--- src/rtl/pipeline_hazard_controller_pkg.sv ---
// Shared core definitions for the pipeline hazard controller: FSM states, writeback
// source encoding, branch-condition constants and the register-match helper.
package pipeline_hazard_controller_pkg;

  localparam int REG_IDX_W   = 4;
  localparam int RD_SEL_W    = 2;
  localparam int FLUSH_CNT_W = 3;
  localparam int WAIT_CNT_W  = 16;

  typedef enum logic [1:0] {
    ST_RUN      = 2'd0,
    ST_MEM_WAIT = 2'd1,
    ST_REDIRECT = 2'd2
  } hz_state_e;

  localparam logic [RD_SEL_W-1:0] RD_SEL_ALU = 2'd0;
  localparam logic [RD_SEL_W-1:0] RD_SEL_LSU = 2'd1;
  localparam logic [RD_SEL_W-1:0] RD_SEL_PC4 = 2'd2;
  localparam logic [RD_SEL_W-1:0] RD_SEL_IMM = 2'd3;

  typedef enum logic [2:0] {
    BR_EQ  = 3'd0,
    BR_NE  = 3'd1,
    BR_LT  = 3'd4,
    BR_GE  = 3'd5,
    BR_LTU = 3'd6,
    BR_GEU = 3'd7
  } br_cond_e;

  // x0 is hardwired to zero, so it can never be the subject of a hazard.
  function automatic logic src_hit(input logic [REG_IDX_W-1:0] rs,
                                   input logic                 used,
                                   input logic [REG_IDX_W-1:0] rd);
    return used && (rs == rd) && (rd != '0);
  endfunction

endpackage

--- src/rtl/pipeline_hazard_controller_if.sv ---
// Pipeline-side view of the hazard controller: hazard sources in, stage controls out.
interface pipeline_hazard_controller_if;
  import pipeline_hazard_controller_pkg::*;

  logic [REG_IDX_W-1:0] rs1_ID;
  logic [REG_IDX_W-1:0] rs2_ID;
  logic                 rs1_used_ID;
  logic                 rs2_used_ID;
  logic [REG_IDX_W-1:0] rd_EX;
  logic                 regfile_we_EX;
  logic [RD_SEL_W-1:0]  rd_data_sel_EX;
  logic [REG_IDX_W-1:0] rd_MEM;
  logic                 regfile_we_MEM;
  logic                 branch_taken_EX;
  logic                 lsu_req_MEM;
  logic                 lsu_ack_MEM;

  logic                 pc_hold;
  logic                 if_id_hold;
  logic                 id_ex_hold;
  logic                 ex_mem_hold;
  logic                 if_id_flush;
  logic                 id_ex_bubble;
  logic                 mem_wb_bubble;
  logic                 mem_fault;
  logic [31:0]          stall_count;

  modport master (
    output rs1_ID, rs2_ID, rs1_used_ID, rs2_used_ID,
           rd_EX, regfile_we_EX, rd_data_sel_EX,
           rd_MEM, regfile_we_MEM,
           branch_taken_EX, lsu_req_MEM, lsu_ack_MEM,
    input  pc_hold, if_id_hold, id_ex_hold, ex_mem_hold,
           if_id_flush, id_ex_bubble, mem_wb_bubble,
           mem_fault, stall_count
  );

  modport slave (
    input  rs1_ID, rs2_ID, rs1_used_ID, rs2_used_ID,
           rd_EX, regfile_we_EX, rd_data_sel_EX,
           rd_MEM, regfile_we_MEM,
           branch_taken_EX, lsu_req_MEM, lsu_ack_MEM,
    output pc_hold, if_id_hold, id_ex_hold, ex_mem_hold,
           if_id_flush, id_ex_bubble, mem_wb_bubble,
           mem_fault, stall_count
  );

endinterface

--- src/rtl/pipeline_hazard_controller_hazard_detect.sv ---
// Combinational ID-stage hazard comparison. With HAZARD_FORWARDING_EN defined only
// load-use stalls; otherwise any match against a writing EX or MEM destination stalls.
module hazard_detect
  import pipeline_hazard_controller_pkg::*;
(
  input  logic [REG_IDX_W-1:0] rs1_id,
  input  logic [REG_IDX_W-1:0] rs2_id,
  input  logic                 rs1_used_id,
  input  logic                 rs2_used_id,
  input  logic [REG_IDX_W-1:0] rd_ex,
  input  logic                 we_ex,
  input  logic [RD_SEL_W-1:0]  rd_sel_ex,
  input  logic [REG_IDX_W-1:0] rd_mem,
  input  logic                 we_mem,
  output logic                 load_use,
  output logic                 raw_stall
);

  logic hit_ex;

  assign hit_ex   = we_ex && (src_hit(rs1_id, rs1_used_id, rd_ex) ||
                              src_hit(rs2_id, rs2_used_id, rd_ex));
  assign load_use = hit_ex && (rd_sel_ex == RD_SEL_LSU);

`ifdef HAZARD_FORWARDING_EN
  // The MEM destination is covered by the forwarding network in this build.
  logic unused_mem;
  assign unused_mem = ^{rd_mem, we_mem};
  assign raw_stall  = 1'b0;
`else
  logic hit_mem;
  assign hit_mem   = we_mem && (src_hit(rs1_id, rs1_used_id, rd_mem) ||
                                src_hit(rs2_id, rs2_used_id, rd_mem));
  assign raw_stall = hit_ex || hit_mem;
`endif

endmodule

--- src/rtl/pipeline_hazard_controller.sv ---
// Central stall/flush sequencer for the five-stage RV32E pipeline.
// Optional feature macro: HAZARD_FORWARDING_EN (see hazard_detect).
module pipeline_hazard_controller
  import pipeline_hazard_controller_pkg::*;
#(
  parameter int REDIRECT_FLUSH_CYCLES = 2,
  parameter int MEM_TIMEOUT           = 255
) (
  input logic                          clk,
  input logic                          rst,
  pipeline_hazard_controller_if.slave  bus
);

  localparam logic [FLUSH_CNT_W-1:0] FLUSH_RELOAD = FLUSH_CNT_W'(REDIRECT_FLUSH_CYCLES - 1);
  localparam logic [WAIT_CNT_W-1:0]  WAIT_LIMIT   = WAIT_CNT_W'(MEM_TIMEOUT);

  hz_state_e              state_q, state_d;
  logic [FLUSH_CNT_W-1:0] flush_cnt_q, flush_cnt_d;
  logic [WAIT_CNT_W-1:0]  wait_cnt_q, wait_cnt_d;
  logic                   mem_fault_q, mem_fault_d;
  logic [31:0]            stall_count_q, stall_count_d;

  logic load_use, raw_stall, data_stall, mem_wait, timeout;
  logic pc_hold, if_id_hold, id_ex_hold, ex_mem_hold;
  logic if_id_flush, id_ex_bubble, mem_wb_bubble;

  hazard_detect u_hazard_detect (
    .rs1_id      (bus.rs1_ID),
    .rs2_id      (bus.rs2_ID),
    .rs1_used_id (bus.rs1_used_ID),
    .rs2_used_id (bus.rs2_used_ID),
    .rd_ex       (bus.rd_EX),
    .we_ex       (bus.regfile_we_EX),
    .rd_sel_ex   (bus.rd_data_sel_EX),
    .rd_mem      (bus.rd_MEM),
    .we_mem      (bus.regfile_we_MEM),
    .load_use    (load_use),
    .raw_stall   (raw_stall)
  );

  assign data_stall = load_use || raw_stall;
  assign mem_wait   = bus.lsu_req_MEM && !bus.lsu_ack_MEM;
  assign timeout    = (state_q == ST_MEM_WAIT) && (wait_cnt_q == WAIT_LIMIT);

  // NOTE: every signal written here gets a default first, so no path can infer a latch.
  always_comb begin
    state_d       = state_q;
    flush_cnt_d   = flush_cnt_q;
    wait_cnt_d    = '0;
    mem_fault_d   = 1'b0;
    pc_hold       = 1'b0;
    if_id_hold    = 1'b0;
    id_ex_hold    = 1'b0;
    ex_mem_hold   = 1'b0;
    if_id_flush   = 1'b0;
    id_ex_bubble  = 1'b0;
    mem_wb_bubble = 1'b0;

    if (rst) begin
      if_id_flush   = 1'b1;
      id_ex_bubble  = 1'b1;
      mem_wb_bubble = 1'b1;
    end else if (timeout) begin
      // Abandon the access: drain MEM with a bubble and resume fetching.
      mem_wb_bubble = 1'b1;
      state_d       = ST_RUN;
      flush_cnt_d   = '0;
    end else if (mem_wait) begin
      pc_hold       = 1'b1;
      if_id_hold    = 1'b1;
      id_ex_hold    = 1'b1;
      ex_mem_hold   = 1'b1;
      mem_wb_bubble = 1'b1;
      state_d       = ST_MEM_WAIT;
      wait_cnt_d    = wait_cnt_q + 1'b1;
      mem_fault_d   = (wait_cnt_q + 1'b1) == WAIT_LIMIT;
    end else if (bus.branch_taken_EX) begin
      if_id_flush   = 1'b1;
      id_ex_bubble  = 1'b1;
      flush_cnt_d   = FLUSH_RELOAD;
      state_d       = (FLUSH_RELOAD == '0) ? ST_RUN : ST_REDIRECT;
    end else if (state_q == ST_REDIRECT) begin
      // ID only holds squashed slots while the redirect drains, so no hazard check here.
      if_id_flush   = 1'b1;
      flush_cnt_d   = flush_cnt_q - 1'b1;
      state_d       = (flush_cnt_q <= 1) ? ST_RUN : ST_REDIRECT;
    end else begin
      if (data_stall) begin
        pc_hold      = 1'b1;
        if_id_hold   = 1'b1;
        id_ex_bubble = 1'b1;
      end
      // Leaving MEM_WAIT resumes a redirect that the wait had frozen.
      state_d = (flush_cnt_q != '0) ? ST_REDIRECT : ST_RUN;
    end
  end

  assign stall_count_d = stall_count_q + {31'd0, pc_hold};

  // NOTE: sequential state uses non-blocking assignments so every flop samples pre-edge values.
  always_ff @(posedge clk) begin
    if (rst) begin
      state_q       <= ST_RUN;
      flush_cnt_q   <= '0;
      wait_cnt_q    <= '0;
      mem_fault_q   <= 1'b0;
      stall_count_q <= '0;
    end else begin
      state_q       <= state_d;
      flush_cnt_q   <= flush_cnt_d;
      wait_cnt_q    <= wait_cnt_d;
      mem_fault_q   <= mem_fault_d;
      stall_count_q <= stall_count_d;
    end
  end

  assign bus.pc_hold       = pc_hold;
  assign bus.if_id_hold    = if_id_hold;
  assign bus.id_ex_hold    = id_ex_hold;
  assign bus.ex_mem_hold   = ex_mem_hold;
  assign bus.if_id_flush   = if_id_flush;
  assign bus.id_ex_bubble  = id_ex_bubble;
  assign bus.mem_wb_bubble = mem_wb_bubble;
  assign bus.mem_fault     = mem_fault_q && !rst;
  assign bus.stall_count   = stall_count_q;

endmodule

--- src/flat_wrapper.sv ---
// flat-port wrapper written by rule: the top's interface ports become plain ports
module pipeline_hazard_controller_flat import pipeline_hazard_controller_pkg::*;
#(
  parameter int REDIRECT_FLUSH_CYCLES = 2,
  parameter int MEM_TIMEOUT           = 255
)
  (clk, rst, bus_rs1_ID, bus_rs2_ID, bus_rs1_used_ID, bus_rs2_used_ID, bus_rd_EX, bus_regfile_we_EX, bus_rd_data_sel_EX, bus_rd_MEM, bus_regfile_we_MEM, bus_branch_taken_EX, bus_lsu_req_MEM, bus_lsu_ack_MEM, bus_pc_hold, bus_if_id_hold, bus_id_ex_hold, bus_ex_mem_hold, bus_if_id_flush, bus_id_ex_bubble, bus_mem_wb_bubble, bus_mem_fault, bus_stall_count);
  pipeline_hazard_controller_if bus_i ();
  input logic clk;
  input logic rst;
  input wire logic [$bits(bus_i.rs1_ID)-1:0] bus_rs1_ID;
  input wire logic [$bits(bus_i.rs2_ID)-1:0] bus_rs2_ID;
  input wire logic [$bits(bus_i.rs1_used_ID)-1:0] bus_rs1_used_ID;
  input wire logic [$bits(bus_i.rs2_used_ID)-1:0] bus_rs2_used_ID;
  input wire logic [$bits(bus_i.rd_EX)-1:0] bus_rd_EX;
  input wire logic [$bits(bus_i.regfile_we_EX)-1:0] bus_regfile_we_EX;
  input wire logic [$bits(bus_i.rd_data_sel_EX)-1:0] bus_rd_data_sel_EX;
  input wire logic [$bits(bus_i.rd_MEM)-1:0] bus_rd_MEM;
  input wire logic [$bits(bus_i.regfile_we_MEM)-1:0] bus_regfile_we_MEM;
  input wire logic [$bits(bus_i.branch_taken_EX)-1:0] bus_branch_taken_EX;
  input wire logic [$bits(bus_i.lsu_req_MEM)-1:0] bus_lsu_req_MEM;
  input wire logic [$bits(bus_i.lsu_ack_MEM)-1:0] bus_lsu_ack_MEM;
  output wire logic [$bits(bus_i.pc_hold)-1:0] bus_pc_hold;
  output wire logic [$bits(bus_i.if_id_hold)-1:0] bus_if_id_hold;
  output wire logic [$bits(bus_i.id_ex_hold)-1:0] bus_id_ex_hold;
  output wire logic [$bits(bus_i.ex_mem_hold)-1:0] bus_ex_mem_hold;
  output wire logic [$bits(bus_i.if_id_flush)-1:0] bus_if_id_flush;
  output wire logic [$bits(bus_i.id_ex_bubble)-1:0] bus_id_ex_bubble;
  output wire logic [$bits(bus_i.mem_wb_bubble)-1:0] bus_mem_wb_bubble;
  output wire logic [$bits(bus_i.mem_fault)-1:0] bus_mem_fault;
  output wire logic [$bits(bus_i.stall_count)-1:0] bus_stall_count;
  assign bus_i.rs1_ID = bus_rs1_ID;
  assign bus_i.rs2_ID = bus_rs2_ID;
  assign bus_i.rs1_used_ID = bus_rs1_used_ID;
  assign bus_i.rs2_used_ID = bus_rs2_used_ID;
  assign bus_i.rd_EX = bus_rd_EX;
  assign bus_i.regfile_we_EX = bus_regfile_we_EX;
  assign bus_i.rd_data_sel_EX = bus_rd_data_sel_EX;
  assign bus_i.rd_MEM = bus_rd_MEM;
  assign bus_i.regfile_we_MEM = bus_regfile_we_MEM;
  assign bus_i.branch_taken_EX = bus_branch_taken_EX;
  assign bus_i.lsu_req_MEM = bus_lsu_req_MEM;
  assign bus_i.lsu_ack_MEM = bus_lsu_ack_MEM;
  assign bus_pc_hold = bus_i.pc_hold;
  assign bus_if_id_hold = bus_i.if_id_hold;
  assign bus_id_ex_hold = bus_i.id_ex_hold;
  assign bus_ex_mem_hold = bus_i.ex_mem_hold;
  assign bus_if_id_flush = bus_i.if_id_flush;
  assign bus_id_ex_bubble = bus_i.id_ex_bubble;
  assign bus_mem_wb_bubble = bus_i.mem_wb_bubble;
  assign bus_mem_fault = bus_i.mem_fault;
  assign bus_stall_count = bus_i.stall_count;
  pipeline_hazard_controller #(.REDIRECT_FLUSH_CYCLES(REDIRECT_FLUSH_CYCLES), .MEM_TIMEOUT(MEM_TIMEOUT)) u_core (.clk(clk), .rst(rst), .bus(bus_i));
endmodule
--- config.mk ---
export PLATFORM = sky130hd
export DESIGN_NAME = pipeline_hazard_controller_flat
export DESIGN_NICKNAME = d
export VERILOG_FILES = /design/src/rtl/pipeline_hazard_controller_pkg.sv /design/src/rtl/pipeline_hazard_controller_if.sv /design/src/rtl/pipeline_hazard_controller_hazard_detect.sv /design/src/rtl/pipeline_hazard_controller.sv /design/src/flat_wrapper.sv
export SDC_FILE = /design/constraint.sdc
export NUM_CORES = 1
export LEC_CHECK = 0
export ABC_AREA = 1
export BUFFER_PORTS_ARGS = -buffer_cell sky130_fd_sc_hd__buf_2
export CORE_MARGIN = 2
export CORE_UTILIZATION = 50
export DETAILED_ROUTE_END_ITERATION = 7
export PLACE_DENSITY = 0.74
export SKIP_LAST_GASP = 1
export SYNTH_ARGS = -nofsm -noshare
export SYNTH_HDL_FRONTEND = slang
export SYNTH_SLANG_ARGS = --single-unit
--- constraint.sdc ---
create_clock -name clk -period 4.7 [get_ports clk]
set_input_delay 1.41 -clock clk [delete_from_list [all_inputs] [get_ports clk]]
set_output_delay 1.41 -clock clk [all_outputs]
set_load 0.005 [all_outputs]
## Word-level counts from Yosys, hierarchy flattened

Cells that the tools add are included.

- Add/sub/neg operators: 3
- Magnitude comparators: 1
- Equality and inequality tests: 9
- Mux-type cells: 27
- Bitwise gates (word level): 1
- Reductions and logical operators: 28

Operator list:

| cell | number |
|---|---|
| 32-bit by 1-bit adder with 32-bit output | 1 |
| 16-bit by 8-bit equality test with 1-bit output, second input constant | 2 |
| 1-bit 2-to-1 mux | 21 |
| 16-bit by 1-bit adder with 16-bit output, second input constant | 1 |
| 4-bit equality test | 4 |
| 1-bit logical AND | 14 |
| 2-bit 2-to-1 mux | 4 |
| 4-bit nonzero test | 2 |
| 3-bit 2-to-1 mux | 2 |
| 3-bit OR reduction | 2 |
| 2-bit by 1-bit equality test with 1-bit output, second input constant | 2 |
| 1-bit logical OR | 4 |
| 3-bit by 1-bit <= comparator with 1-bit output, second input constant | 1 |
| 3-bit nonzero test | 1 |
| 3-bit by 1-bit subtractor with 3-bit output, second input constant | 1 |
| 2-bit equality test, second input constant | 1 |
| 1-bit logical NOT | 2 |
| 2-bit AND reduction | 1 |
| 2-bit nonzero test | 1 |
| 2-bit OR reduction | 1 |
| 1-bit inverter | 1 |

- Register bits: 54
- Bits of input ports: 27
- Output and inout port bits: 40

## Logic depth before layout (Yosys ltp)

Gate-level depths: netlist (run 1).

- Depth in word-level cells: 14
- Depth in mapped cells: 21
- Gate-level depth less buffers: 21

## Hierarchy

From an unflattened synthesis (run 1), not the netlist that was laid out.

- Cells, all modules: 516
- Area total of the unflattened synthesis: 3249.4 µm²

Modules (own cells, without submodules):

| module | times used | cells each | area each (µm²) | sequential area each (µm²) |
|---|---|---|---|---|
| pipeline_hazard_controller | 1 | 442 | 2925.3 | 1081.0 |
| hazard_detect | 1 | 74 | 324.1 | 0.0 |

## Worst setup path before layout (run 1)

Ideal clock, no wire load.

- Kind: input to output
- Start point: in bus_lsu_req_MEM
- End point: out bus_pc_hold
- Data arrival time: 2178 ps
- Data required time: 3290 ps
- Slack: 1112 ps
- Stages on the path: 6
- Buffers on the path: 2
- Cell sequence: inv_1 nor2_1 nand3_4 buf_6 nand2_1 buf_4

- Longest elaborated chain between the ends: 4

Ends and longest elaborated chain:

| what | line | source |
|---|---|---|
| start, declared | flat_wrapper.sv:21 | `input wire logic [$bits(bus_i.lsu_req_MEM)-1:0] bus_lsu_req_MEM;` |
| 1-bit logical AND | pipeline_hazard_controller.sv:42 | `assign mem_wait = bus.lsu_req_MEM && !bus.lsu_ack_MEM;` |
| 1-bit 2-to-1 mux (3 in a row) | - |  |
| end, declared | flat_wrapper.sv:23 | `output wire logic [$bits(bus_i.pc_hold)-1:0] bus_pc_hold;` |

No other way between the ends.

## Worst setup path in the final report (run 1)

- Start point: in bus_rd_MEM[2]
- End point: out bus_if_id_hold

- Longest elaborated chain between the ends: 13

Ends and longest elaborated chain:

| what | line | source |
|---|---|---|
| start, declared | flat_wrapper.sv:18 | `input wire logic [$bits(bus_i.rd_MEM)-1:0] bus_rd_MEM;` |
| 4-bit equality test | pipeline_hazard_controller_pkg.sv:34 | `return used && (rs == rd) && (rd != '0);` |
| 1-bit logical AND (2 in a row) | pipeline_hazard_controller_pkg.sv:34 |  |
| 1-bit logical OR (*) | pipeline_hazard_controller_hazard_detect.sv:32 | `assign hit_mem = we_mem && (src_hit(rs1_id, rs1_used_id, rd_mem) \|\|` |
| 1-bit logical AND (*) | pipeline_hazard_controller_hazard_detect.sv:32 |  |
| 1-bit logical OR (*) | pipeline_hazard_controller_hazard_detect.sv:34 | `assign raw_stall = hit_ex \|\| hit_mem;` |
| 1-bit logical OR (*) | pipeline_hazard_controller.sv:41 | `assign data_stall = load_use \|\| raw_stall;` |
| 1-bit 2-to-1 mux (*) | pipeline_hazard_controller.sv:88 | `if (data_stall) begin` |
| 1-bit 2-to-1 mux (*) | pipeline_hazard_controller.sv:82 | `end else if (state_q == ST_REDIRECT) begin` |
| 1-bit 2-to-1 mux (*) | pipeline_hazard_controller.sv:77 | `end else if (bus.branch_taken_EX) begin` |
| 1-bit 2-to-1 mux (*) | pipeline_hazard_controller.sv:68 | `end else if (mem_wait) begin` |
| 1-bit 2-to-1 mux (*) | pipeline_hazard_controller.sv:63 | `end else if (timeout) begin` |
| 1-bit 2-to-1 mux (*) | pipeline_hazard_controller.sv:59 | `if (rst) begin` |
| end, declared | flat_wrapper.sv:24 | `output wire logic [$bits(bus_i.if_id_hold)-1:0] bus_if_id_hold;` |

Mark *: on every way between the ends. The rest lies on a longest branch, timed or not.

==> results of run 1 <==
==> worst min-delay path by stage <==
stage | startpoint | to | slack, ns | cells after the start
after global placement | u_core.bus.stall_count[31]$_SDFF_PP0_ | u_core.bus.stall_count[31]$_SDFF_PP0_ | 0.45 | 2
final | u_core.wait_cnt_q[0]$_SDFF_PP0_ | u_core.wait_cnt_q[0]$_SDFF_PP0_ | 0.48 | 1
after global routing | u_core.wait_cnt_q[0]$_SDFF_PP0_ | u_core.wait_cnt_q[0]$_SDFF_PP0_ | 0.50 | 1
after floorplan | u_core.wait_cnt_q[0]$_SDFF_PP0_ | u_core.wait_cnt_q[0]$_SDFF_PP0_ | 0.44 | 1
after detailed placement | u_core.wait_cnt_q[0]$_SDFF_PP0_ | u_core.wait_cnt_q[0]$_SDFF_PP0_ | 0.46 | 1
after CTS | u_core.wait_cnt_q[0]$_SDFF_PP0_ | u_core.wait_cnt_q[0]$_SDFF_PP0_ | 0.48 | 1
==> cell families (layout without fill, tap and decap cells) <==
family	Yosys count	count (layout)	synth area share, %
buffers and inverters	88	155	10.4
AO/OA/AOI/OAI	54	54	8.60
AND/OR/NAND/NOR	300	300	42.3
XOR/XNOR	13	13	3.43
adder cells (fa/ha/maj)	7	7	2.64
flip-flops	54	54	32.6
==> flip-flops by register name, summed over array words and instances (netlist names) <==
signal                  count
u_core.bus.stall_count     32
u_core.flush_cnt_q          3
u_core.mem_fault_q          1
u_core.state_q              2
u_core.wait_cnt_q          16
==> power groups by stage <==
stage / Sequential (W) / Combinational [W] / Clock, W
global placement: 0.000476 / 0.0000724 / 0
detailed placement: 0.000476 / 0.0000742 / 0
CTS: 0.000466 / 0.0000748 / 0.000340
floorplan: 0.000476 / 0.0000472 / 0
global route: 0.000467 / 0.0000875 / 0.000357
finish: 0.000466 / 0.0000742 / 0.000331
==> area by class of cell <==
cell class	instances	area, sq um	share of cell area, %
clock buffer	6	82.6	2.16
clock inverter	2	38.8	1.01
inverter	82	309	8.08
multi-input combinational	374	1890	49.4
sequential	54	1080	28.3
tap	77	96.3	2.52
timing repair buffer	65	328	8.57
==> Yosys cell counts (2+ instances only) <==
cell	n
xnor2_1	4
nand2_2	4
nand4_1	15
o21a_1	3
clkinv_1	2
nand3_1	24
nand3b_1	5
nor3b_2	2
nor2_4	4
dfxtp_1	54
inv_2	2
o21ai_0	18
nor2_1	83
ha_1	7
xor2_1	9
buf_4	2
nand3_2	6
o21ai_1	2
nor2_2	6
nand2_1	126
nor3_1	14
inv_1	77
a21oi_1	28
clkbuf_1	3
==> through the flow <==
step / cell area, sq um / util (%) / total power [W] / instances / worst slack [ns]
floorplan: 3320 / - / 0.000523 / 516 / 1.11
global placement: 3700 / 58.0 / 0.000549 / 652 / 0.702
detailed placement: 3700 / 58.0 / 0.000551 / 652 / 0.643
CTS: 3830 / 59.9 / 0.000880 / 660 / 0.797
global route: 3830 / 59.9 / 0.000911 / 660 / 0.657
finish: 3830 / 59.9 / 0.000871 / 660 / 0.819
==> layer usage <==
layer	GRT usage (%)	share of wire, %	up-vias
met3	2.82	4.6	10
met5	0	0	-
met4	5.48	1.2	0
met1	29.4	47	1550
li1	-	-	1762
met2	37.8	47	81
==> worst max-delay path: stages <==
cell	delay [ns]
buf_2	0.13
inv_1	0.06
nand2_1	0.05
nand2_1	0.05
nor2_1	0.11
nand3_1	0.08
nand2_1	0.07
nand2_1	0.05
nand2_1	0.09
nand3_1	0.10
nand2_1	0.13
buf_2	0.13
==> impl_results.md, run 1 <==
* Die X-Extent at 85.5 um
* Reg-to-reg critical path startpoint: u_core.wait_cnt_q[0]$_SDFF_PP0_
* Worst setup path endpoint: bus_if_id_hold
* H-tree depth at 2
* Hold_ws at 0.480 ns
* Area leader, netlist: dfxtp_1
* Initial DRC count at 196
* R2R Path End: u_core.bus.stall_count[20]$_SDFF_PP0_
* GPL Wtd Cong at 0.908
* Area Growth Syn to Fin at 15.3%
* Largest net degree at the start of global routing at 29
* Seq pwr share at 53.5%
* Post-synthesis register bit count at 54
* Via count at 3,403
* CTS max path bufs at 2
* R2R depth at 20
* Post-Syn Area at 0.00332 sq mm
* Crit-path max FO at 4
* Critical path class: in -> out
* WP data required at 3.29 ns
* Slew HR at 66.7%
* Synth Flop Type: dfxtp_1
* Die Y at 85.5 um
* Least-Margin Pin Slew at 0.494 ns
* Post-synth EDFFs at 0
* Final number of setup-violating endpoints at 0
* Critical Path Source: bus_rd_MEM[2]
* Final ANT Viol Nets at 0
* Setup_tns at 0 ns
* Final wirelength at 7.82 mm
* Post-CTS Setup Inserts at 0
* Hold_buf cts at 0
* Element type at the critical path start: input pin
* Antenna violations before repair at 0
* First-pass GRT wire length at 13.4 mm
* Boundary pin count at 67
* Most common cell after layout, fill and taps aside: nand2_1
* CTS tree: yes
* Syn avg cell area at 6.43 sq um
* Share of the yosys chip area belonging to registers at 32.6%
* Final max-slew violation count at 0
* Die area at 0.00730 sq mm
* Vias in the first global route at 3,224
* Clock buffer count from CTS at 5
* Leakage at 1.66 nW
* Internal power at 0.000667 W
* Clk root buf: clkbuf_8
* PostCTS Resize Cnt at 0
* Part of the cycle the worst path needs at 82.6%
* Initial Util at 52.0%
* Port-buffer cells at 64
* Clock latency on the worst-skew pair at 0.31 ns
* Most frequent cells in the layout: nand2_1, nor2_1, inv_1, buf_2, dfxtp_1
* Max-cap violations at 0
* Nature of the critical path endpoint: output pin
* Cell count after synthesis at 516
* Power Dens Cells at 228 mW/mm^2
* Fin crit period at 3.88 ns
* DR WL/cell at 11.8 um
* Worst-path clk slew at 0.10 ns
* RSZ-0062 raised after global routing: no
* Yosys warns at 0
* Pre-Repair DR Iteration Count at 5
* Layout Skew at 0.0189 ns
* Sw Ratio at 23.4%
* Comb pwr share at 8.5%
* Max Freq at 0.258 GHz
* Overall Global Routing Usage at 22.0%
* WP data arrival at 2.47 ns
* Hold Vio Cnt, Final at 0
* Clock sinks at 54
* Post-Syn Nets at 550
* Peak supply drop at 0.227 mV
* Clk pwr share at 38.0%
* NetSw at 0.000204 W
* Row count at 29
* Synth area leaders: dfxtp_1, nand2_1, nor2_1
* Fill count at 634
* DRC Markers at 0
* Asr flop ratio synth at 0%
* Worst hold path class: reg -> reg
* GRT overflow at 0
* Layout cells sized above 1 at 17.8%
* Top cell type's share of synthesized area at 32.6%
* Worst R2R Setup Slack at 1.47 ns
* Ant diodes at 0
* Nets@finish at 616
* Core Region at 0.00639 sq mm
* Synth cell types at 40
* Status: complete, no violations
* Via density at 5.16
* DPL Wire Length at 6.26 mm
Power figures use the tool's default switching activity.
==> run 2: changes to the inputs <==
Clock period 4.7 ns to 3.93 ns, I/O delays scaled along.
==> run 2 against run 1 <==
- sequential power is 20% higher
- power is 11% higher
- sequential share of layout area hardly changed
- global-route usage is 0.099 points lower
- setup slack worse by 0.30 ns
- combinational power is 22% higher
- design area is 0.13% lower
- count of clock-buffer cells in the layout is 1 lower
- wire length is 0.50% lower
- via count is 0.85% lower
- flip-flop and latch count stayed put
- hold slack better by 0.0043 ns
- critical endpoint is now bus_id_ex_hold
==> impl_results.md, run 2 (same netlist as run 1, synthesis figures left out) <==
* Status: complete, no violations
* Peak supply drop at 0.215 mV (-4.9%)
* Via density at 5.09 (-1.3%)
* NetSw at 0.000251 W (+23%)
* Hold_ws at 0.484 ns (+0.00428 ns)
* CTS tree: yes
* Final ANT Viol Nets at 0 (unchanged)
* Port-buffer cells at 64 (unchanged)
* PostCTS Resize Cnt at 0 (unchanged)
* Slew HR at 66.9% (+0.13 points)
* Most frequent cells in the layout: nand2_1, nor2_1, inv_1, buf_2, dfxtp_1
* RSZ-0062 raised after global routing: no
* Clk pwr share at 33.2% (-4.8 points)
* Worst hold path class: reg -> reg
* WP data required at 2.75 ns (-0.54 ns)
* Leakage at 1.65 nW (-0.15%)
* Max-cap violations at 0 (unchanged)
* Final wirelength at 7.78 mm (-0.50%)
* Final number of setup-violating endpoints at 0 (unchanged)
* R2R depth at 20 (unchanged)
* Largest register FFs at 32 (unchanged)
* Most common cell after layout, fill and taps aside: nand2_1
* Fin crit period at 3.41 ns
* Element type at the critical path start: input pin
* Row count at 29 (unchanged)
* Max Freq at 0.293 GHz
* First-pass GRT wire length at 13.2 mm (-1.4%)
* Layout cells sized above 1 at 18.3% (+0.42 points)
* Core Region at 0.00639 sq mm (unchanged)
* H-tree depth at 2 (unchanged)
* Post-DP Area at 0.00373 sq mm (+0.61%)
* Hold_buf cts at 0 (unchanged)
* Seq pwr share at 57.4% (+3.9 points)
* GRT overflow at 0 (unchanged)
* Layout Skew at 0.00701 ns (-0.0119 ns)
* Initial DRC count at 127 (-35%)
* WP data arrival at 2.23 ns (-0.24 ns)
* Place WS at 0.310 ns (-0.332 ns)
* Fill count at 652 (+2.8%)
* DRC Markers at 0 (unchanged)
* Area Growth Syn to Fin at 15.2%
* CP most frequent cell: buf_2
* Vias in the first global route at 3,202 (-0.68%)
* Crit-path slowest cell: buf_2
* Post-CTS Setup Inserts at 0 (unchanged)
* Initial Util at 52.0% (unchanged)
* Die X-Extent at 85.5 um (unchanged)
* Die area at 0.00730 sq mm (unchanged)
* DPL Wire Length at 6.32 mm (+1.0%)
* Clock buffer count from CTS at 5 (unchanged)
* Via count at 3,374 (-0.85%)
* Part of the cycle the worst path needs at 86.8%
* Cells along the critical path: buf_2 -> clkinv_1 -> nand3_4 -> buf_4 -> inv_1 -> buf_2
* Die Y at 85.5 um (unchanged)
* Internal power at 0.000719 W (+7.7%)
* Slowest stage delay, CP at 0.30 ns (+0.17 ns)
* Final max-slew violation count at 0 (unchanged)
* Hold depth at 1 (unchanged)
* Nets@finish at 619 (+0.49%)
* Power Dens Cells at 254 mW/mm^2 (+12%)
* Antenna violations before repair at 0 (unchanged)
* Clock latency on the worst-skew pair at 0.31 ns (about the same)
* Sw Ratio at 25.9% (+2.5 points)
* Boundary pin count at 67 (unchanged)
* Crit-path max FO at 18 (+14)
* Clock sinks at 54 (unchanged)
* Critical path class: in -> out
* Setup_tns at 0 ns (unchanged)
* Final Worst Setup Slack at 0.519 ns (-0.300 ns)
* Least-Margin Pin Slew at 0.492 ns (-0.00188 ns)
* DR WL/cell at 11.7 um (-0.95%)
* Final Cell Area at 0.00382 sq mm (-0.13%)
* Worst-path clk slew at 0.10 ns (about the same)
* Overall Global Routing Usage at 21.9% (-0.099 points)
* Pre-Repair DR Iteration Count at 4 (-1)
* Ant diodes at 0 (unchanged)
* GPL Wtd Cong at 0.893 (-1.7%)
* Nature of the critical path endpoint: output pin
* Clk root buf: clkbuf_8
* CTS max path bufs at 2 (unchanged)
* Largest net degree at the start of global routing at 19 (-34%)
* Hold Vio Cnt, Final at 0 (unchanged)
* Comb pwr share at 9.3% (+0.8 points)
## run 2: cell count changes in the layout (fill, tap and decap cells not counted)
cell	before	now
clkinvlp_4	0	1
clkinv_4	0	1
buf_4	1	4
clkbuf_8	6	5
bufinv_16	1	0
## run 2: final timing paths
check                                  start                                    end  slack, ns
max reg2reg  u_core.wait_cnt_q[0]$_SDFF_PP0_  u_core.bus.stall_count[20]$_SDFF_PP0_       0.84
min reg2reg  u_core.wait_cnt_q[0]$_SDFF_PP0_        u_core.wait_cnt_q[0]$_SDFF_PP0_       0.48
max                                      rst                         bus_id_ex_hold       0.52
min          u_core.wait_cnt_q[0]$_SDFF_PP0_        u_core.wait_cnt_q[0]$_SDFF_PP0_       0.48
## run 2: worst max-delay path, delay by kind of cell
family / cells / cell delay, ns
buffers and inverters: 5 / 0.93
AND/OR/NAND/NOR: 1 / 0.11
## run 2: area by class of cell
type / count / area (sq um) / area share, %
flip-flops and latches: 54 / 1080 / 28.3
repair buffers: 68 / 350 / 9.17
clock buffers: 5 / 68.8 / 1.80
clock inverters: 3 / 25.0 / 0.655
well taps: 77 / 96.3 / 2.52
multi-input cells: 374 / 1890 / 49.5
inverters: 82 / 309 / 8.09
## run 2: per-stage QoR
| stage | cells | util, % | power (W) |
|---|---|---|---|
| 2_1_floorplan | 516 | - | 0.000625 |
| 3_3_place_gp | 655 | 58.4 | 0.000658 |
| 3_5_place_dp | 655 | 58.4 | 0.000661 |
| 4_1_cts | 663 | 59.8 | 0.000985 |
| 5_1_grt | 663 | 59.8 | 0.00102 |
| 6_report | 663 | 59.8 | 0.000970 |
## run 2: power by group through the flow
stage	combinational, W	clock (W)	sequential [W]
floorplan	0.0000565	0	0.000569
global placement	0.0000885	0	0.000570
detailed placement	0.0000908	0	0.000570
CTS	0.0000913	0.000336	0.000557
global route	0.000106	0.000352	0.000558
finish	0.0000905	0.000323	0.000557
## run 2: layer usage
| metal | routed length, um | GRT usage [%] | vias to the layer above |
|---|---|---|---|
| li1 | - | - | 1762 |
| met1 | 3460 | 27.7 | 1521 |
| met2 | 3740 | 38.6 | 79 |
| met3 | 467 | 3.02 | 12 |
| met4 | 108 | 6.64 | 0 |
| met5 | 0 | 0 | - |
==> run 3: changes to the inputs <==
Settings changed: CORE_UTILIZATION 50 to 35, PLACE_DENSITY 0.74 to unset.
==> run 3 against run 2 <==
- final cell count rose by 7.8%
- wire length rose by 4.8%
- sequential share of layout area fell by 0.59 points
- design area rose by 2.1%
- critical path depth rose by 5
- setup slack got worse by 0.0076 ns
- count of clock-buffer cells in the layout rose by 1
- register-to-register slack improved by 0.05 ns
- flip-flop and latch count did not move
- die area rose by 41%
- combinational power rose by 1%
- via count fell by 2.0%
- critical path type unchanged
==> impl_results.md, run 3 (same netlist as run 1, synthesis figures left out) <==
* Port-buffer cells at 64 (unchanged)
* Power Dens Cells at 262 mW/mm^2 (+3.0%)
* Die Y at 101 um (+19%)
* Vias in the first global route at 2,993 (-6.5%)
* Cells along the critical path: buf_2 -> inv_1 -> nor2_1 -> nor2_1 -> nand3_1 -> nand2_1 -> nand2_1 -> nand2_1 -> nand3_1 -> nand2_1 -> buf_2
* GPL Wtd Cong at 0.895 (+0.22%)
* First-pass GRT wire length at 13.6 mm (+2.6%)
* PostCTS Resize Cnt at 0 (unchanged)
* Antenna violations before repair at 0 (unchanged)
* Clock latency on the worst-skew pair at 0.31 ns (about the same)
* Clk root buf: clkbuf_8
* Worst hold path class: reg -> reg
* Leakage at 1.66 nW (+0.40%)
* Row count at 35 (+21%)
* Overall Global Routing Usage at 16.3% (-5.6 points)
* Hold_ws at 0.481 ns (-0.00293 ns)
* WP data required at 2.75 ns (about the same)
* RSZ-0062 raised after global routing: no
* Slowest stage delay, CP at 0.17 ns (-0.13 ns)
* Hold Vio Cnt, Final at 0 (unchanged)
* DPL Wire Length at 6.57 mm (+4.0%)
* Post-CTS Setup Inserts at 0 (unchanged)
* WP data arrival at 2.24 ns (about the same)
* Peak supply drop at 0.157 mV (-27%)
* Area of the multi-input gates at 0.00189 sq mm (unchanged)
* Hold_buf cts at 0 (unchanged)
* Most common cell after layout, fill and taps aside: nand2_1
* FF+latch area at 0.00108 sq mm (unchanged)
* Ant diodes at 0 (unchanged)
* H-tree depth at 2 (unchanged)
* GRT overflow at 0 (unchanged)
* Largest register FFs at 32 (unchanged)
* Pre-Repair DR Iteration Count at 4 (unchanged)
* Element type at the critical path start: input pin
* Setup_tns at 0 ns (unchanged)
* Slew HR at 75.0% (+8.1 points)
* Largest net degree at the start of global routing at 28 (+9)
* Nets@finish at 619 (unchanged)
* CTS max path bufs at 2 (unchanged)
* Final ANT Viol Nets at 0 (unchanged)
* Initial DRC count at 106 (-17%)
* Nature of the critical path endpoint: output pin
* Worst-path clk slew at 0.08 ns (-0.02 ns)
* Via density at 4.63 (-9.1%)
* Via count at 3,308 (-2.0%)
* Least-Margin Pin Slew at 0.371 ns (-0.121 ns)
* Die X-Extent at 101 um (+19%)
* Max-cap violations at 0 (unchanged)
* Layout Skew at 0.0156 ns (+0.00857 ns)
* Fill count at 986 (+51%)
* CTS tree: yes
* Area Growth Syn to Fin at 17.6%
* DR WL/cell at 11.4 um (-2.8%)
* CP delay by family, top: simple AND/OR/NAND/NOR gates
* Clock buffer count from CTS at 5 (unchanged)
* Max Freq at 0.293 GHz (-0.22%)
* Fin crit period at 3.42 ns (+0.00760 ns)
* Final max-slew violation count at 0 (unchanged)
* Part of the cycle the worst path needs at 87.0% (+0.19 points)
* Initial Util at 35.9% (-16 points)
* Layout cells sized above 1 at 18.1% (-0.17 points)
* Clock sinks at 54 (unchanged)
* Most frequent cells in the layout: nand2_1, nor2_1, inv_1, buf_2, dfxtp_1
* DRC Markers at 0 (unchanged)
* Status: complete, no violations
* Boundary pin count at 67 (unchanged)
* Core Region at 0.00924 sq mm (+45%)
* Final wirelength at 8.15 mm (+4.8%)
* Die area at 0.0103 sq mm (+41%)
* Final number of setup-violating endpoints at 0 (unchanged)
* Crit-path max FO at 4 (-14)
* Critical path class: in -> out
* Crit-path slowest cell: nand2_1
* CP most frequent cell: nand2_1
* CP Buf/Inv Count at 3 (-2)
[run 3: cell count changes in the layout (fill, tap and decap cells not counted), sizes merged]
cell / delta
clkinv: -1
inv: -1
clkbuf: +1
bufinv: +1
[run 3: worst register-to-register path, stage by stage (launching register included)]
cell and delay [ns]:
dfxtp_1 0.35, ha_1 0.25, nand3_2 0.11, inv_1 0.09, nand2_1 0.10, inv_2 0.05
nand4_2 0.12, inv_1 0.07, nor2_1 0.13, nand3_1 0.08, nand2_1 0.17, ha_1 0.21
ha_1 0.24, inv_1 0.11, nor2_1 0.19, nand3_2 0.17, nor2_2 0.13, nand3_2 0.10
clkinv_2 0.07, nand3_1 0.06, and3_1 0.16
[run 3: cell type report]
class	count	area share [%]
flip-flops and latches	54	27.7
clock buffers	6	1.86
multi-input cells	374	48.4
clock inverters	2	0.962
well taps	129	4.14
inverters	82	7.92
repair buffers	68	8.98
[run 3: where the power goes]
group | total [W] | leakage [nW] | internal, W | switching [W]
sequential | 0.000557 | 0.436 | 0.000553 | 0.00000408
combinational | 0.0000917 | 1.17 | 0.0000367 | 0.0000550
clock | 0.000372 | 0.0514 | 0.000190 | 0.000182
[run 3: final timing paths]
path,cells past startpoint,slack [ns],endpoint,start
setup / recovery,11,0.51,bus_if_id_hold,bus_rd_EX[3]
hold reg to reg,1,0.48,u_core.wait_cnt_q[0]$_SDFF_PP0_,u_core.wait_cnt_q[0]$_SDFF_PP0_
hold / removal,1,0.48,u_core.wait_cnt_q[0]$_SDFF_PP0_,u_core.wait_cnt_q[0]$_SDFF_PP0_
setup reg to reg,20,0.89,u_core.bus.stall_count[20]$_SDFF_PP0_,u_core.wait_cnt_q[0]$_SDFF_PP0_
[run 3: routing by layer]
layer	GRT usage [%]	up-vias	routed length, um
met5	0	-	0
met4	4.78	0	174
met3	2.83	14	327
met2	28.7	59	3900
met1	20.4	1472	3750
li1	-	1763	-
[run 3: through the flow]
step	instance area [sq um]	util (%)	total power (W)	std cells	setup slack, ns
6_report	3900	42.2	0.00102	715	0.512
5_1_grt	3900	42.2	0.00108	715	0.348
4_1_cts	3900	42.2	0.00104	715	0.505
3_5_place_dp	3790	41.0	0.000663	707	0.301
3_3_place_gp	3790	41.0	0.000659	707	0.318
2_1_floorplan	3320	-	0.000625	516	0.702
